**config.mk**
```make
export PLATFORM = sky130hd
export DESIGN_NAME = param_seq_detector
export DESIGN_NICKNAME = d
export VERILOG_FILES = /design/src/rtl/param_seq_detector.sv
export SDC_FILE = /design/constraint.sdc
export NUM_CORES = 1
export LEC_CHECK = 0
export ABC_CLOCK_PERIOD_IN_PS = 5500
export CAP_MARGIN = 15
export CORE_ASPECT_RATIO = 0.5
export CORE_MARGIN = 2
export CORE_UTILIZATION = 53
export CTS_CLUSTER_SIZE = 40
export DETAILED_ROUTE_END_ITERATION = 7
export MAX_ROUTING_LAYER = met4
export PLACE_DENSITY_LB_ADDON = 0.1
export SYNTH_ARGS = -nofsm -noshare
export SYNTH_HDL_FRONTEND = slang
export SYNTH_SLANG_ARGS = --single-unit
```
**constraint.sdc**
```tcl
create_clock -name clk -period 5.5 [get_ports clk]
set_input_delay 0.825 -clock clk [delete_from_list [all_inputs] [get_ports clk]]
set_output_delay 0.825 -clock clk [all_outputs]
set_load 0.02 [all_outputs]
```
**src/rtl/param_seq_detector.sv**
```systemverilog
// Runtime-programmable serial pattern detector with overlap control and a saturating match counter.
// The pattern is received MSB-first: bit [len-1] first, bit [0] last.
module param_seq_detector #(
  parameter int PAT_W = 8,
  parameter int LEN_W = 4,
  parameter int CNT_W = 16
) (
  input  logic             clk,
  input  logic             rst,
  input  logic             cfg_load,
  input  logic [PAT_W-1:0] cfg_pattern,
  input  logic [LEN_W-1:0] cfg_len,
  input  logic             cfg_overlap,
  input  logic             cnt_clr,
  input  logic             in_valid,
  input  logic             data_in,
  output logic             detected,
  output logic [CNT_W-1:0] match_count,
  output logic             armed,
  output logic             cfg_err
);

  typedef enum logic {UNCFG = 1'b0, HUNT = 1'b1} state_e;

  state_e           state_q, state_d;
  logic [PAT_W-1:0] hist_q, hist_d, pat_q, pat_d;
  logic [LEN_W-1:0] len_q, len_d, fill_q, fill_d;
  logic             ovl_q, ovl_d, det_q, det_d, err_q, err_d;
  logic [CNT_W-1:0] cnt_q, cnt_d, cnt_base;

  logic [PAT_W-1:0] hist_shift, len_mask;
  logic [LEN_W:0]   fill_inc;
  logic             len_ok, match;

  always_comb begin
    for (int i = 0; i < PAT_W; i++) len_mask[i] = (i < int'(len_q));
  end

  assign hist_shift = {hist_q[PAT_W-2:0], data_in};
  // One bit wider so fill+1 cannot wrap when fill already equals len.
  assign fill_inc   = {1'b0, fill_q} + (LEN_W+1)'(1);
  assign len_ok     = (cfg_len != '0) && ({1'b0, cfg_len} <= (LEN_W+1)'(PAT_W));
  assign match      = (state_q == HUNT) && in_valid && !cfg_load &&
                      (fill_inc >= {1'b0, len_q}) &&
                      (((hist_shift ^ pat_q) & len_mask) == '0);

  always_comb begin
    state_d  = state_q;
    hist_d   = hist_q;
    pat_d    = pat_q;
    len_d    = len_q;
    fill_d   = fill_q;
    ovl_d    = ovl_q;
    err_d    = err_q;
    cnt_d    = cnt_q;
    det_d    = 1'b0;
    cnt_base = cnt_q;
    if (cfg_load) begin
      pat_d   = cfg_pattern;
      len_d   = cfg_len;
      ovl_d   = cfg_overlap;
      hist_d  = '0;
      fill_d  = '0;
      cnt_d   = '0;
      state_d = len_ok ? HUNT : UNCFG;
      err_d   = !len_ok;
    end else begin
      if (state_q == HUNT && in_valid) begin
        hist_d = hist_shift;
        det_d  = match;
        if (match && !ovl_q)                fill_d = '0;
        else if (fill_inc >= {1'b0, len_q}) fill_d = len_q;
        else                                fill_d = fill_inc[LEN_W-1:0];
      end
      cnt_base = cnt_clr ? '0 : cnt_q;
      cnt_d    = (match && cnt_base != '1) ? cnt_base + CNT_W'(1) : cnt_base;
    end
  end

  always_ff @(posedge clk) begin
    if (rst) begin
      state_q <= UNCFG;
      hist_q  <= '0;
      pat_q   <= '0;
      len_q   <= '0;
      fill_q  <= '0;
      ovl_q   <= 1'b0;
      det_q   <= 1'b0;
      err_q   <= 1'b0;
      cnt_q   <= '0;
    end else begin
      state_q <= state_d;
      hist_q  <= hist_d;
      pat_q   <= pat_d;
      len_q   <= len_d;
      fill_q  <= fill_d;
      ovl_q   <= ovl_d;
      det_q   <= det_d;
      err_q   <= err_d;
      cnt_q   <= cnt_d;
    end
  end

  assign detected    = det_q;
  assign match_count = cnt_q;
  assign armed       = (state_q == HUNT);
  assign cfg_err     = err_q;

endmodule

```
Yosys cells after proc, flatten, opt, wreduce, memory -nomap -nowiden. Index checks and enable logic that the tools add are counted.

Register bits: 43. Bits in latches: 0. Memory bits (writable): 0. ROM bits: 0. Bits of input ports: 19. Output and inout port bits: 19. Word-level logic and storage cells: 44. Memories: 0.

$add $sub $neg: 2. $mul: 0. Div/mod/pow operators: 0. Order comparisons: 10. Eq/ne operators: 1. Shift operators: 0. Muxes and demuxes: 5. Bitwise gates (word level): 3. Reductions and logical operators: 14.

Operators with widths (count): $mux W16 (2); $add A16 B1 Y16 const B (1); $lt A3 B4 Y1 const A (4); $ne A16 B16 Y1 const B (1); $and A8 B8 Y8 (1); $logic_not A8 Y1 (1); $lt A1 B4 Y1 const A (2); $lt A2 B4 Y1 const A (2); $mux W4 (2); $xor A8 B8 Y8 (1); $logic_and A1 B1 Y1 (7); $add A4 B1 Y5 const B (1); $ge A5 B4 Y1 (1); $le A4 B4 Y1 const B (1); $reduce_bool A4 Y1 (1); $logic_not A1 Y1 (3); $reduce_or A3 Y1 (1); $reduce_or A2 Y1 (1); $mux W1 (1); $not A1 Y1 (1).

Depth between registers and ports, before layout.
Depth after elaboration: 6. Gate-level depth with buffers: 10. Depth with buffers taken out: 8.

Worst setup path after synthesis. Ideal clock, no wire load.

Kind: input -> register. From: input cnt_clr. To: register cnt_q[3] (netlist: match_count[3]). Library setup time: 0.070 ns. Data arrival time: 2.492 ns. Data required time: 5.430 ns. Path slack: 2.938 ns. Cell stages on the path: 9. Buffers on the path: 1. Cell sequence: nor2b_1 > ha_1 > inv_1 > nor4_1 > nand3_1 > nand2_2 > clkbuf_1 > o311ai_0 > a21oi_1.

Longest elaborated chain between the ends: 4. Elaborated cells between the ends (all ways): 5. Those cells by class: add/sub (1); eq/ne (1); mux (2); reduce/logical (1).

Ends and longest elaborated chain: start, declared (RTL line 14) `input logic cnt_clr,`; $mux W16 * (RTL line 75) `cnt_base = cnt_clr ? '0 : cnt_q;`; branches (longest 2 deep; another with $add A16 B1 Y16); $mux W16 * (RTL line 76) `cnt_d = (match && cnt_base != '1) ? cnt_base + CNT_W'(1) : cnt_base;`; end signal, assigned (RTL line 100) `cnt_q <= cnt_d;`; end, declared (RTL line 29) `logic [CNT_W-1:0] cnt_q, cnt_d, cnt_base;`.

Every way passes the cells marked *. A chain may end at the register's enable or synchronous reset.

Worst setup path after layout.
From: input cfg_load. To: register cnt_q[7] (netlist: match_count[7]).

Longest elaborated chain between the ends: 6. Elaborated cells between the ends (all ways): 7. Those cells by class: mux (1); reduce/logical (6).

Ends and longest elaborated chain: start, declared (RTL line 10) `input logic cfg_load,`; $logic_not A1 Y1 (RTL line 43) `assign match = (state_q == HUNT) && in_valid && !cfg_load &&`; $logic_and A1 B1 Y1 (2 in series) (RTL line 43); $logic_and A1 B1 Y1 (RTL line 44) `(fill_inc >= {1'b0, len_q}) &&`; $logic_and A1 B1 Y1 (RTL line 76); $mux W16 (RTL line 76).

Several ways; a longest one is shown, not always the timed one.

==> metrics <==
Setup-failing EPs final=0; slew margin rel.=between 30% and 40%; largest net degree at the start of global routing=24; Pre-Repair DR Iteration Count=4; CP delay by family, top=compound AO/OA/AOI/OAI gates; CTS Buffer Depth=2; CORE AREA=between 3000 and 4000 um2; drt wl/cell=between 10 and 15 um; number of port buffers=37; Detail Route Antenna Nets=0; number of flops mapped to enable cells by yosys=0; CTS tree=done; Inst Count DP=326; Synth Flop Type=dfxtp_1; run status=finished, final reports clean; Leak Pwr=about 0.94 nW; Overall Power=a little under 0.0006 W; total CTS buffers=5; Site Rows=16; clock-pin slew on the worst setup and hold paths=around 80 ps; initial drt markers=53; critical path launch point type=input port; max-cap violations=0; Starting Density=around 56%; die height=49.5 um; Final Cycle Share=around three fifths; H-Tree Level Count=2; TNS Setup=0 ps; synth cell count leaders=dfxtp_1, nor2_1, nand2_1; width of the die=~95 um; Seq cells post-synth=43; drt drc=0; Post-Synthesis Cells=~250; area share of the largest cell type after synthesis=slightly below 40%; CP bufs+invs=1; Max Clk Rate=approximately 300 MHz; count leader, synth=dfxtp_1; total of warnings raised by yosys=0; Max stage delay on crit path=~900 ps; clock latency on the worst-skew pair=300 ps; sequential share of the synthesized area=between 30% and 40%; clock sinks=43; Ports=38; Mapped Area=2200 um2; critical-path cell list=clkdlybuf4s50_1, a211o_1, a221oi_4, nand2_2, or4_1, a21oi_1; Power per Cell Area=223 nW/um2; hpwl dp=between 3 and 4 mm; Critical Path RT=around 5700 ps; hold buffers post-CTS=0; Total GRT Usage=22.3%; average size of a mapped cell=8.93 um2; first-pass GRT wire length=8.05 mm; Post-CTS Setup Bufs=0; Async SR Flop Fraction=0%; CTS Root Cell=clkbuf_8; drt via density=slightly below 6; Layout Cells excl Fill=between 300 and 400; final setup margin=2170 ps; actual slew at the worst max-slew pin=just under 1000 ps; Slowest-stage cell, CP=clkdlybuf4s50_1; Max rail drop VDD=roughly 0.16 mV; Distinct cells, synth=between 40 and 50; Setup crit end kind=flip-flop; share of layout cells above drive strength 1=around 6.4%; P&R area growth vs syn=21.3%; post-layout min period=around 3300 ps; RSZ-0062 raised after global routing=no; HP Class=reg -> reg; Net Count, Synth=approximately 270; Filler cells=roughly 330; total wire length=~4.8 mm; fin nets=304; Diodes inserted=0; DR vias=around 2,000; PostCTS Resize Cnt=0; dominant cells by area after synthesis=dfxtp_1, mux2i_1, nor2_1; area leader, netlist=dfxtp_1; final clock skew=roughly 8 ps; grt ovf=0; crit path kind=in -> reg; vias in the first global route=about 1,800; Crit Path Max Fanout=19; arrival time worst endpoint=between 3000 and 4000 ps; Fin. Hold Viols=0; initial antenna violation count=0; pre-CTS setup slack=between 1500 and 2000 ps; routability cong.=0.906; Max Slew Vio Count=0; die area=roughly 4700 um2
==> layout make-up <==
class                   count  area, um2  share of cell area [%]
clock inverters             3       15.0                   0.563
flip-flops and latches     43        861                    32.3
clock buffers               5       68.8                    2.58
inverters                  10       37.5                    1.41
multi-input cells         182       1240                    46.7
repair buffers             37        370                    13.9
well taps                  54       67.6                    2.54
==> power by group <==
group          switching (W)  internal (W)  total (W)
logic              0.0000425     0.0000312  0.0000738
clock network       0.000107     0.0000869   0.000194
registers         0.00000724      0.000318   0.000326
total               0.000157      0.000436   0.000593
==> metal layers <==
metal | track usage [%] | share of wire (%)
met1 | 28.7 | 48
met2 | 35.5 | 45
met3 | 5.66 | 6.3
met4 | 5.31 | 0.54
met5 | - | 0
==> sequential cells by signal, indices dropped and copies added (netlist names) <==
signal       count
ovl_q            1
fill_q           4
armed            1
cfg_err          1
len_q            4
detected         1
pat_q            8
hist_q           7
match_count     16
==> stage by stage <==
| stage | instance area, um2 | utilization (%) | hold WS [ps] |
|---|---|---|---|
| final | 2670 | 67.6 | 490 |
| after global routing | 2670 | 67.6 | 530 |
| after CTS | 2670 | 67.6 | 494 |
| after detailed placement | 2580 | 65.5 | 482 |
| after global placement | 2580 | 65.5 | 474 |
| after floorplan | 2200 | - | 452 |
==> tightest hold or removal path, delay by kind of cell, from the launching register on <==
family | cells | cell delay (ps)
simple gates | 1 | 50
flops | 1 | 330
compound gates | 1 | 60
==> kinds of logic after synthesis <==
logic type | Yosys count | share of synthesized area, %
compound gates | 64 | 21.4
mux | 16 | 7.35
simple gates | 85 | 20.1
buf+inv | 21 | 4.16
flops | 43 | 39.2
fa+ha+maj | 6 | 3.42
xor+xnor | 11 | 4.38
==> cells in the final DEF, fill, tap and decap left out, drive strengths merged, types with 4 or more instances in the layout <==
| cell | netlist | final |
|---|---|---|
| dfxtp | 43 | 43 |
| clkdlybuf4s50 | 0 | 37 |
| nor2 | 23 | 23 |
| nand2 | 19 | 19 |
| a21oi | 16 | 16 |
| mux2i | 15 | 15 |
| o21ai | 14 | 14 |
| nand3 | 11 | 11 |
| inv | 10 | 10 |
| o31ai | 8 | 8 |
| a22o | 7 | 7 |
| xnor2 | 6 | 6 |
| or4 | 6 | 6 |
| ha | 6 | 6 |
| xor2 | 5 | 5 |
| clkbuf | 9 | 5 |
| nor2b | 4 | 4 |
| nor3 | 4 | 4 |
| o311ai | 4 | 4 |
| a2111o | 4 | 4 |
| nand4 | 4 | 4 |
| or3 | 4 | 4 |
==> worst paths after layout <==
kind | start | end | slack (ps) | cells after the start
worst max register to register | fill_q[0] | match_count[7] | 2450 | 8
worst max-delay path | cfg_load | match_count[7] | 2170 | 6
worst min register to register | fill_q[1] | fill_q[1] | 490 | 2
worst min-delay path | fill_q[1] | fill_q[1] | 490 | 2
Power figures use the tool's default switching activity.
